File: src/rtl/logic_unit_pipe_if.sv
// logic_unit_pipe_if
//   Bundles the two valid/ready handshakes of the pipelined logic unit.
//   The input side carries an op code and two operands. The output side
//   carries the result plus the Y86 condition codes.
//   Ports (all signals):
//     in_valid, in_ready, in_op[1:0], in_a[WIDTH-1:0], in_b[WIDTH-1:0]
//     out_valid, out_ready, out_result[WIDTH-1:0], out_zf, out_sf, out_of
//   Modports:
//     master - the producer/consumer around the unit (drives operands and out_ready)
//     slave  - the logic unit itself
interface logic_unit_pipe_if #(
  parameter int WIDTH = 64
);
  logic             in_valid;
  logic             in_ready;
  logic [1:0]       in_op;
  logic [WIDTH-1:0] in_a;
  logic [WIDTH-1:0] in_b;
  logic             out_valid;
  logic             out_ready;
  logic [WIDTH-1:0] out_result;
  logic             out_zf;
  logic             out_sf;
  logic             out_of;

  modport master (
    output in_valid, in_op, in_a, in_b, out_ready,
    input  in_ready, out_valid, out_result, out_zf, out_sf, out_of
  );

  modport slave (
    input  in_valid, in_op, in_a, in_b, out_ready,
    output in_ready, out_valid, out_result, out_zf, out_sf, out_of
  );
endinterface

File: src/rtl/logic_unit_pipe.sv
// logic_unit_pipe
//   Pipelined bitwise logic unit for the Y86-64 execute stage.
//   Supported ops are AND, OR, XOR and ANDN (a & ~b). The unit has
//   configurable width and depth. Each result travels with its ZF/SF/OF
//   condition codes.
//   Ports:
//     clk    - rising-edge clock
//     rst_n  - asynchronous active-low reset
//     bus    - logic_unit_pipe_if.slave, which carries both handshakes:
//              in_valid/in_ready/in_op/in_a/in_b for the operands, and
//              out_valid/out_ready/out_result/out_zf/out_sf/out_of for the results
//   Parameters:
//     WIDTH  - operand/result width (>= 2)
//     DEPTH  - stages from accept to output (>= 1)
module logic_unit_pipe #(
  parameter int WIDTH = 64,
  parameter int DEPTH = 2
) (
  input logic                  clk,
  input logic                  rst_n,
  logic_unit_pipe_if.slave     bus
);

  generate
    if (DEPTH < 1) begin : g_bad_depth
      $error("logic_unit_pipe: DEPTH must be at least 1");
    end
    if (WIDTH < 2) begin : g_bad_width
      $error("logic_unit_pipe: WIDTH must be at least 2");
    end
  endgenerate

  typedef enum logic [1:0] {
    OP_AND  = 2'b00,
    OP_OR   = 2'b01,
    OP_XOR  = 2'b10,
    OP_ANDN = 2'b11
  } op_e;

  logic [WIDTH-1:0] res_c;
  logic             zf_c;
  logic             sf_c;

  logic [DEPTH-1:0] v_q;
  logic [DEPTH-1:0] zf_q;
  logic [DEPTH-1:0] sf_q;
  logic [WIDTH-1:0] res_q [DEPTH];

  logic [DEPTH-1:0] adv;
  logic             full_run;

  // Combinational result and flags for the operand set currently offered.
  always_comb begin
    res_c = '0;
    case (bus.in_op)
      OP_AND:  res_c = bus.in_a & bus.in_b;
      OP_OR:   res_c = bus.in_a | bus.in_b;
      OP_XOR:  res_c = bus.in_a ^ bus.in_b;
      OP_ANDN: res_c = bus.in_a & ~bus.in_b;
      default: res_c = '0;
    endcase
    zf_c = (res_c == '0);
    sf_c = res_c[WIDTH-1];
  end

  // Stage k may advance unless it and every stage downstream of it are full
  // while the consumer stalls. The chain adv[k] = !v[k] | adv[k+1] is
  // evaluated as "not all of v[DEPTH-1:k] full, or out_ready". This avoids
  // a bit-level feedback loop inside the adv vector.
  always_comb begin
    adv      = '0;
    full_run = 1'b1;
    for (int k = DEPTH - 1; k >= 0; k--) begin
      full_run = full_run & v_q[k];
      adv[k]   = !full_run | bus.out_ready;
    end
  end

  // Stage 0 takes a new entry on an input transfer. Every later stage takes
  // the entry from the stage before it whenever it advances. A stage that
  // advances with nothing arriving becomes a bubble. Its data is left
  // untouched so that only valid bits toggle.
  always_ff @(posedge clk or negedge rst_n) begin
    if (!rst_n) begin
      v_q  <= '0;
      zf_q <= '0;
      sf_q <= '0;
      for (int k = 0; k < DEPTH; k++) begin
        res_q[k] <= '0;
      end
    end else begin
      if (adv[0]) begin
        v_q[0] <= bus.in_valid;
        if (bus.in_valid) begin
          res_q[0] <= res_c;
          zf_q[0]  <= zf_c;
          sf_q[0]  <= sf_c;
        end
      end
      for (int k = 1; k < DEPTH; k++) begin
        if (adv[k]) begin
          v_q[k] <= v_q[k-1];
          if (v_q[k-1]) begin
            res_q[k] <= res_q[k-1];
            zf_q[k]  <= zf_q[k-1];
            sf_q[k]  <= sf_q[k-1];
          end
        end
      end
    end
  end

  // in_ready is gated by rst_n. An empty pipe would otherwise advertise
  // space while it is still held in reset.
  assign bus.in_ready   = adv[0] & rst_n;
  assign bus.out_valid  = v_q[DEPTH-1];
  assign bus.out_result = res_q[DEPTH-1];
  assign bus.out_zf     = zf_q[DEPTH-1];
  assign bus.out_sf     = sf_q[DEPTH-1];
  // Bitwise ops can never overflow, so OF is constant zero.
  assign bus.out_of     = 1'b0;

endmodule
File: src/flat_wrapper.sv
// flat-port wrapper written by rule: the top's interface ports become plain ports
module logic_unit_pipe_flat 
#(
  parameter int WIDTH = 64,
  parameter int DEPTH = 2
)
  (clk, rst_n, bus_in_valid, bus_in_op, bus_in_a, bus_in_b, bus_out_ready, bus_in_ready, bus_out_valid, bus_out_result, bus_out_zf, bus_out_sf, bus_out_of);
  logic_unit_pipe_if #(.WIDTH(WIDTH)) bus_i ();
  input logic clk;
  input logic rst_n;
  input wire logic [$bits(bus_i.in_valid)-1:0] bus_in_valid;
  input wire logic [$bits(bus_i.in_op)-1:0] bus_in_op;
  input wire logic [$bits(bus_i.in_a)-1:0] bus_in_a;
  input wire logic [$bits(bus_i.in_b)-1:0] bus_in_b;
  input wire logic [$bits(bus_i.out_ready)-1:0] bus_out_ready;
  output wire logic [$bits(bus_i.in_ready)-1:0] bus_in_ready;
  output wire logic [$bits(bus_i.out_valid)-1:0] bus_out_valid;
  output wire logic [$bits(bus_i.out_result)-1:0] bus_out_result;
  output wire logic [$bits(bus_i.out_zf)-1:0] bus_out_zf;
  output wire logic [$bits(bus_i.out_sf)-1:0] bus_out_sf;
  output wire logic [$bits(bus_i.out_of)-1:0] bus_out_of;
  assign bus_i.in_valid = bus_in_valid;
  assign bus_i.in_op = bus_in_op;
  assign bus_i.in_a = bus_in_a;
  assign bus_i.in_b = bus_in_b;
  assign bus_i.out_ready = bus_out_ready;
  assign bus_in_ready = bus_i.in_ready;
  assign bus_out_valid = bus_i.out_valid;
  assign bus_out_result = bus_i.out_result;
  assign bus_out_zf = bus_i.out_zf;
  assign bus_out_sf = bus_i.out_sf;
  assign bus_out_of = bus_i.out_of;
  logic_unit_pipe #(.WIDTH(WIDTH), .DEPTH(DEPTH)) u_core (.clk(clk), .rst_n(rst_n), .bus(bus_i));
endmodule
File: config.mk
export PLATFORM = sky130hd
export DESIGN_NAME = logic_unit_pipe_flat
export DESIGN_NICKNAME = d
export VERILOG_FILES = /design/src/rtl/logic_unit_pipe_if.sv /design/src/rtl/logic_unit_pipe.sv /design/src/flat_wrapper.sv
export SDC_FILE = /design/constraint.sdc
export NUM_CORES = 1
export LEC_CHECK = 0
export CAP_MARGIN = 30
export CORE_UTILIZATION = 40
export DETAILED_ROUTE_END_ITERATION = 8
export PLACE_DENSITY = 0.66
export SLEW_MARGIN = 5
export SYNTH_ARGS = -nofsm -noshare
export SYNTH_HDL_FRONTEND = slang
export SYNTH_SLANG_ARGS = --single-unit
File: constraint.sdc
create_clock -name clk -period 2 [get_ports clk]
set_input_delay 0.3 -clock clk [delete_from_list [all_inputs] [get_ports clk]]
set_output_delay 0.3 -clock clk [all_outputs]
set_load 0.005 [all_outputs]
# ---- After elaboration in Yosys (flattened, before gate mapping)
# Cells that the tools add are included.
dict set report word_totals {
  ff_bits 134
  input_bits 134
  output_inout_bits 69
  word_cells 27
}
dict set report classes {
  eq_ne 3
  muxes 1
  bitwise_logic 9
  n_reduce_logical 6
}
# operator n
set op_table {}
lappend op_table {{$pmux 64 s4} 1}
lappend op_table {{$and 64x64->64} 2}
lappend op_table {{$logic_not 64->1} 1}
lappend op_table {{$not 64->64} 1}
lappend op_table {{$or 64x64->64} 1}
lappend op_table {{$xor 64x64->64} 1}
lappend op_table {{$eq 2x2->1 const B} 2}
lappend op_table {{$reduce_and 2->1} 2}
lappend op_table {{$and 1x1->1} 2}
lappend op_table {{$eq 2x1->1 const B} 1}
lappend op_table {{$logic_not 1->1} 2}
lappend op_table {{$logic_not 2->1} 1}
lappend op_table {{$or 1x1->1} 2}

# ---- Depth between registers and ports, before layout
# Gate-level depths: netlist (run 1).
dict set report logic_depth {
  ltp_word 4
  depth_mapped 11
  mapped_depth_nobuf 9
}

# ---- Least setup slack after synthesis (run 1)
# Ideal clock, no wire load.
dict set report synth_timing {
  kind {in2reg}
  from {input bus_in_op[0]}
  to {register u_core.zf_q[0]}
  arrival_ns 1.867
  required_time_ns 1.932
  setup_slack_ns 0.066
  cell_stages 10
  path_buffers 2
  cell_sequence {inv_1 ha_1 buf_2 buf_2 a221oi_1 a21oi_1 nor4_1 nand4_1 nor3_1 a32o_1}
}
dict set report synth_between {
  elab_chain_cells 3
  elab_cells_between_ends 6
}
# element line_no
set synth_lines {}
lappend synth_lines {{start: declaration} flat_wrapper.sv:12} ;# input wire logic [$bits(bus_i.in_op)-1:0] bus_in_op;
lappend synth_lines {{$eq 2x2->1, or another cell as far along} logic_unit_pipe.sv:55} ;# case (bus.in_op)
lappend synth_lines {{$pmux 64 s4 *} logic_unit_pipe.sv:55}
lappend synth_lines {{$logic_not 64->1 *} logic_unit_pipe.sv:62} ;# zf_c = (res_c == '0);
lappend synth_lines {{end signal: assignment} logic_unit_pipe.sv:96} ;# zf_q[0] <= zf_c;
lappend synth_lines {{end signal: indexed assignment} logic_unit_pipe.sv:105} ;# zf_q[k] <= zf_q[k-1];
lappend synth_lines {{end: declaration} logic_unit_pipe.sv:45} ;# logic [DEPTH-1:0] zf_q;
# Mark *: on every way between the ends. The rest lies on a longest branch, timed or not.
# A chain may end at the register's enable or synchronous reset.

# ---- Worst setup path after layout (run 1)
dict set report layout_timing {
  from {input bus_in_b[0]}
  to {register u_core.zf_q[0]}
}
dict set report layout_between {
  elab_chain_cells 4
  elab_cells_between_ends 7
}
# element line_no
set layout_lines {}
lappend layout_lines {{start: declaration} flat_wrapper.sv:14} ;# input wire logic [$bits(bus_i.in_b)-1:0] bus_in_b;
lappend layout_lines {{$not 64->64} logic_unit_pipe.sv:59} ;# OP_ANDN: res_c = bus.in_a & ~bus.in_b;
lappend layout_lines {{$and 64x64->64} logic_unit_pipe.sv:59}
lappend layout_lines {{$pmux 64 s4 *} logic_unit_pipe.sv:55}
lappend layout_lines {{$logic_not 64->1 *} logic_unit_pipe.sv:62}
# Marks and branches as above.

==> results of run 1 <==
==> cell type report <==
class / instances / area, um2 / area share [%]
multi-input combinational: 511 / 4736 / 35.18
clock inverter: 12 / 130.1 / 0.9665
timing repair buffer: 391 / 3804 / 28.25
inverter: 180 / 675.6 / 5.019
sequential: 132 / 3303 / 24.54
antenna: 3 / 7.507 / 0.05576
tap: 280 / 350.3 / 2.602
clock buffer: 20 / 456.7 / 3.392
==> layout by cell type, fill, tap and decap left out, types with 33 or more instances in the layout <==
cell type        count
dfrtp_1            132
mux2_2             115
inv_1              177
buf_4              163
xor2_1              64
a221oi_2            33
ha_1                61
a21oi_1             41
clkdlybuf4s50_1    164
nand2_1             77
==> worst min-delay path by stage <==
stage | cells after the start | to
floorplan | 0 | u_core.bus.out_result[0]
global placement | 2 | u_core.res_q[109]
detailed placement | 2 | u_core.res_q[77]
CTS | 2 | u_core.res_q[89]
global route | 2 | u_core.res_q[89]
finish | 2 | u_core.res_q[89]
==> kinds of logic (layout without fill, tap and decap cells) <==
logic type	after synthesis	in the layout	share of synthesized area [%]
buffers and inverters	295	603	16.22
xor gates and xnor gates	64	64	6.275
adders and majority gates	67	67	9.384
AOI/OAI and AO/OA	143	143	10.39
muxes	115	115	14.50
DFF	132	132	36.97
and+or+nand+nor	121	121	6.218
other	1	4	0.04198
==> metal layers <==
layer / global-route usage (%) / routed length [um] / vias up
met2: 36.21 / 12100 / 200
met1: 30.26 / 11680 / 3728
met4: 9.850 / 973 / 0
met5: 0 / 0 / -
met3: 4.910 / 1276 / 60
li1: - / - / 3654
==> power by group through the flow <==
| stage | Sequential [mW] | Clock [mW] | Combinational, mW |
|---|---|---|---|
| 4_1_cts | 3.79 | 3.19 | 3.70 |
| 3_5_place_dp | 3.83 | 0 | 3.40 |
| 5_1_grt | 3.87 | 3.30 | 4.18 |
| 2_1_floorplan | 3.66 | 0 | 2.05 |
| 6_report | 3.79 | 3.13 | 3.86 |
| 3_3_place_gp | 3.82 | 0 | 3.34 |
==> flip-flops by register name, summed over array words and instances, names as in the netlist <==
signal	cells
u_core.v_q	2
u_core.bus.out_result	63
u_core.res_q	63
u_core.zf_q	2
u_core.sf_q	2
==> worst max-delay path, stage by stage <==
cell and delay (ns):
clkdlybuf4s50_1 0.48, inv_1 0.05, ha_1 0.30, a221oi_2 0.33, a21oi_2 0.08, nor4_2 0.15, buf_4 0.16, nand4_1 0.07
and4b_1 0.27, a32o_1 0.16
==> stage by stage <==
stage                     std cells  area [um2]  setup slack, ns   TNS, ns
after floorplan                 938        8934          0.06559         0
after global placement         1452       11890          -0.9733    -18.35
after detailed placement       1452       11890          -0.9588    -19.55
after CTS                      1521       13060         -0.01899  -0.02616
after global routing           1527       13460         -0.08830  -0.08830
final                          1529       13460         -0.01075  -0.01075
==> timing repair <==
item	4_1_cts	5_1_grt
setup buffers	36	4
cloned	2	1
endpoints found under the hold margin	0	0
endpoints found under the setup margin	13	6
pin swaps	19	28
resized for setup	70	71
==> metrics.md, run 1 <==
| Metric | Value |
|---|---|
| Top post-synthesis cells by count | inv_1 (180), dfrtp_1 (132), mux2_2 (115), nand2_1 (79), buf_4 (71) |
| Row count | 54 |
| Number of remaining DRC errors | 0 |
| CTS tree | yes |
| Clock Power Share | 29.1% |
| Reg2Reg Capture Point | u_core.zf_q[0] |
| Fin crit period | 2.011 ns |
| Status | finished with violations |
| Count of final hold-check violations | 11 |
| Worst Setup EP | u_core.zf_q[0] |
| Antenna-violating nets left | 0 |
| Power, Total | 10.78 mW |
| Via Count | 7,642 |
| Clock skew | 0.009378 ns |
| Vias per inst | 4.998 |
| Iter 0 DRT Violations | 329 |
| First-pass GRT wire length | 39.79 mm |
| GRT overflow | 0 |
| Number of synthesized register bits | 132 |
| RSZ-0062 raised after global routing | yes |
| Clk Tree Root Cell | clkbuf_16 |
| Critical Path Fanout Max | 2 |
| Maximum vdd drop | 0.5687 mV |
| Comb pwr share | 35.8% |
| Max-slew violation count | 0 |
| Max clock buf depth | 2 |
| Routed wire per std cell | 17.02 um |
| NetSw | 3.117 mW |
| Post-synthesis sequential area ratio | 36.97% |
| Number of fill cells | 1,787 |
| Hold crit path type | in -> async |
| Failing checks | hold timing, setup timing |
| Critical Path Source | bus_in_b[0] |
| H-tree lvl count | 4 |
| P&R area growth vs syn | 50.70% |
| Critical Path Source Type | input port |
| Unique cell type count in the Yosys netlist | 26 |
| Syn Nets | 1,139 |
| Cell count after synthesis | 938 |
| Most frequent cell after synthesis | inv_1 |
| R2R setup slack | 0.30 ns |
| R2r startpoint | u_core.v_q[1] |
| Routability congestion estimate | 0.8570 |
| Post-synth top flop | dfrtp_1 |
| Leak pwr | 6.698 nW |
| Sw Share | 28.91% |
| Async S/R FF share, synth | 100.0% |
| Clock transition at the registers of the reported paths | 0.06 ns |
| Die ar. | 22,940 um2 |
| Int Power | 7.663 mW |
| Area of the core | 21,890 um2 |
| Crit path arrival time | 2.36 ns |
| Final core occ | 61.50% |
| WS Path Type | in -> reg |
| Mean area per synthesized cell | 9.524 um2 |
| Synth area leader | dfrtp_1 |
| Ys Warns | 0 |
| Final setup slack of the worst path | -0.01075 ns |
| Cell Pwr Density | 800.7 nW/um2 |
| Crit end category | flop |
| Sequential Power Share | 35.1% |
| Share of cells above drive strength 1 | 34.11% |
| CTS sink cnt | 132 |
| Max cap viols | 0 |
| Number of synthesized flops with an enable pin | 0 |
| Fin Hold WS | -0.02419 ns |
| IO Pins | 203 |
| Layout Nets | 1,434 |
| Die X | 151.4 um |
| Drt total wl | 26.03 mm |
| Worst-Skew Late Latency | 0.42 ns |
| Setup violators final | 1 |
| Relative slew slack | 48.68% |
| CTS Hold Buffers Added | 0 |
| DRT Pass-1 Iters | 4 |
| CP required | 2.35 ns |
| Peak Freq | 0.4973 GHz |
| Initial core utilization | 40.81% |
| Synth area leaders | dfrtp_1 (37%), mux2_2 (14%), ha_1 (9.4%), inv_1 (7.6%), xor2_1 (6.3%) |
| PortBufs | 201 |
| Top cell type's share of synthesized area | 36.97% |
| Die Ht | 151.4 um |
| Vias in the first global route | 7,708 |
| Total CTS buffers | 17 |
| Largest net degree at the start of global routing | 133 |
| R2R cell count | 7 |
| Antenna violations before repair | 3 |
| Overall global routing resource usage | 22.98% |
| Synthesized area | 8934 um2 |
| Fin crit share | 100.5% |
| Post-detail-place hpwl | 18.31 mm |
| Worst-Margin Slew | 0.7697 ns |
(Power assumes the default switching activity.)
==> run 2, diff against run 1 <==
--- a/config.mk
+++ b/config.mk
@@ -6,9 +6,9 @@
 export NUM_CORES = 1
 export LEC_CHECK = 0
 export CAP_MARGIN = 30
-export CORE_UTILIZATION = 40
+export CORE_UTILIZATION = 52
 export DETAILED_ROUTE_END_ITERATION = 8
-export PLACE_DENSITY = 0.66
+export PLACE_DENSITY = 0.82
 export SLEW_MARGIN = 5
 export SYNTH_ARGS = -nofsm -noshare
 export SYNTH_HDL_FRONTEND = slang
==> run 2 against run 1 <==
The run still ends with hold timing, setup timing left. Critical path depth did not move. Design area rose by 1.1%. Critical endpoint is now u_core.res_q[103]. Clock-buffer cell count increased by 1. Global-route usage rose by 7.9 points. Cell count decreased by 2.6%. Clock power is 7.7% lower.
==> metrics.md, run 2 (synthesis results as in run 1) <==
| Metric | Value |
|---|---|
| Status | finished with violations |
| Failing checks | hold timing, setup timing |
| CTS sink cnt | 132 (unchanged) |
| Number of fill cells | 928 (-48%) |
| CTS Hold Buffers Added | 0 (unchanged) |
| Final cell count without fillers | 1,490 (-2.6%) |
| # placed instances | 1,400 (-3.6%) |
| Clock transition at the registers of the reported paths | 0.06 ns (about the same) |
| Area of the core | 16,700 um2 (-24%) |
| Most frequent cells in the layout | buf_4 (187), inv_1 (177), clkdlybuf4s50_1 (152) |
| Antenna-violating nets left | 0 (unchanged) |
| Max clock buf depth | 2 (unchanged) |
| First-pass GRT wire length | 42.26 mm (+6.2%) |
| Total CTS buffers | 17 (unchanged) |
| GRT overflow | 0 (unchanged) |
| Post-detail-place hpwl | 17.73 mm (-3.2%) |
| H-tree lvl count | 4 (unchanged) |
| Commonest non-fill, non-tap cell in the layout | buf_4 |
| Max cap viols | 0 (unchanged) |
| WS Path Type | in -> reg |
| Setup violators final | 2 (+1) |
| Critical Path Fanout Max | 2 (unchanged) |
| DRT Pass-1 Iters | 8 (+4) |
| Worst-Skew Late Latency | 0.43 ns (about the same) |
| Crit path arrival time | 2.38 ns (+0.02 ns) |
| Antenna violations before repair | 3 (unchanged) |
| CP top delay family | buffers and inverters |
| Slowest CP cell | clkdlybuf4s50_1 |
| Sequential cell area | 3303 um2 (unchanged) |
| Maximum vdd drop | 0.6977 mV (+23%) |
| Via Count | 8,423 (+10%) |
| Relative slew slack | 50.56% (+1.9 points) |
| Leak pwr | 6.915 nW (+3.2%) |
| Multi-input gate area | 4858 um2 (+2.6%) |
| CP required | 2.31 ns (-0.04 ns) |
| Drt total wl | 30.79 mm (+18%) |
| Post-Route Setup TNS | -0.1269 ns (-0.1161 ns) |
| Clk Tree Root Cell | clkbuf_16 |
| Layout Nets | 1,455 (+1.5%) |
| Routed wire per std cell | 20.67 um (+21%) |
| Row count | 47 (-13%) |
| Critical Path Source Type | input port |
| P&R area growth vs syn | 52.35% |
| Hold crit path type | in -> async |
| Max-slew violation count | 0 (unchanged) |
| Count of final hold-check violations | 20 (+9) |
| Initial core utilization | 53.49% (+13 points) |
| Buffers & Inverters on Critical Path | 6 (+3) |
| Die ar. | 17,710 um2 (-23%) |
| Vias per inst | 5.653 (+13%) |
| PortBufs | 201 (unchanged) |
| CTS tree | yes |
| Iter 0 DRT Violations | 651 (+98%) |
| IO Pins | 203 (unchanged) |
| Cell Pwr Density | 791.5 nW/um2 (-1.2%) |
| Fin crit share | 103.2% (+2.7 points) |
| RSZ-0062 raised after global routing | yes |
| Peak Freq | 0.4845 GHz (-2.6%) |
| Clock skew | 0.009139 ns (-0.0002386 ns) |
| Fin crit period | 2.064 ns (+0.05306 ns) |
| Worst-path cell chain | clkdlybuf4s50_1, inv_1, ha_1, a221oi_2, a21oi_1, buf_4, buf_4, buf_4, buf_4, mux2_2 |
| Share of cells above drive strength 1 | 35.99% (+1.9 points) |
| Overall global routing resource usage | 30.88% (+7.9 points) |
| Fin Hold WS | -0.04047 ns (-0.01628 ns) |
| Routability congestion estimate | 0.8944 (+4.4%) |
| Most frequent CP cell | buf_4 |
| Vias in the first global route | 8,308 (+7.8%) |
| Die X | 133.1 um (-12%) |
| Final setup slack of the worst path | -0.06381 ns (-0.05306 ns) |
| Worst-Margin Slew | 0.7416 ns (-0.02812 ns) |
| Number of remaining DRC errors | 0 (unchanged) |
| Slowest cell delay on critical path | 0.52 ns (+0.04 ns) |
| Crit end category | flop |
| Die Ht | 133.1 um (-12%) |
| Largest net degree at the start of global routing | 133 (unchanged) |
run 2: cell count changes in the layout (fill, tap and decap cells not counted), moves of 3 or more:
cell | previous run | this run
buf_4 | 163 | 187
dlymetal6s2s_1 | 19 | 36
clkdlybuf4s50_1 | 164 | 152
a21oi_1 | 41 | 34
a21oi_2 | 24 | 31
dlygate4sd2_1 | 15 | 10
ha_1 | 61 | 56
ha_4 | 6 | 11
a221oi_4 | 3 | 7
buf_12 | 19 | 16
run 2: worst register-to-register path: cells and delay by family (launching register included):
kind	cells	cell delay, ns
AO/OA/AOI/OAI	2	0.55
buffers and inverters	2	0.31
flip-flops	1	0.39
AND/OR/NAND/NOR	4	0.54
run 2: area by class of cell:
| type | instances | share of cell area (%) |
|---|---|---|
| antenna | 3 | 0.05516 |
| inverter | 180 | 4.964 |
| multi-input combinational | 511 | 35.70 |
| tap | 220 | 2.022 |
| timing repair buffer | 412 | 29.03 |
| clock inverter | 11 | 0.5791 |
| sequential | 132 | 24.27 |
| clock buffer | 21 | 3.383 |
run 2: stage by stage:
stage	setup WS (ns)	cell area [um2]	hold WS [ns]	util [%]	total power [mW]
floorplan	0.06559	8934	0.004409	-	5.710
global placement	-0.7731	11860	0.4605	71.03	7.098
detailed placement	-0.8119	11860	0.4701	71.03	7.215
CTS	0.002605	12950	0.02832	77.54	10.35
global route	-0.1519	13610	0.03051	81.50	11.21
finish	-0.06381	13610	-0.04047	81.50	10.77
run 2: path summary, 6_finish.rpt:
| kind | start | endpoint | slack (ns) | cells past startpoint |
|---|---|---|---|---|
| worst max-delay path | bus_in_b[39] | u_core.res_q[103] | -0.06 | 10 |
| worst min-delay path | rst_n | u_core.bus.out_result[8] | -0.04 | 2 |
| worst max register to register | u_core.v_q[1] | u_core.zf_q[0] | 0.15 | 8 |
| worst min register to register | u_core.res_q[72] | u_core.res_q[72] | 0.48 | 2 |
| max in group asynchronous | rst_n | u_core.bus.out_result[25] | 1.48 | 2 |
| min in group clk | u_core.res_q[72] | u_core.res_q[72] | 0.48 | 2 |
run 2: layer usage:
layer  vias up  part of all wire (%)  GRT usage (%)
met5         -                     0              0
met4         0                   5.4          16.73
met3       141                   7.2          4.828
met1      4104                    37          37.33
li1       3697                     -              -
met2       481                    50          52.73
run 2: what timing repair did:
item | 4_1_cts | 5_1_grt
setup endpoints to repair | 8 | 2
resized for setup | 62 | 105
endpoints found under the hold margin | 0 | 0
pin swaps | 27 | 48
cloned | 2 | 0
buffers inserted | 32 | 21
run 2: report_power, final:
group	switching (mW)	internal (mW)	total, mW
combinational	1.64	2.41	4.05
clock	1.24	1.65	2.89
sequential	0.445	3.38	3.83
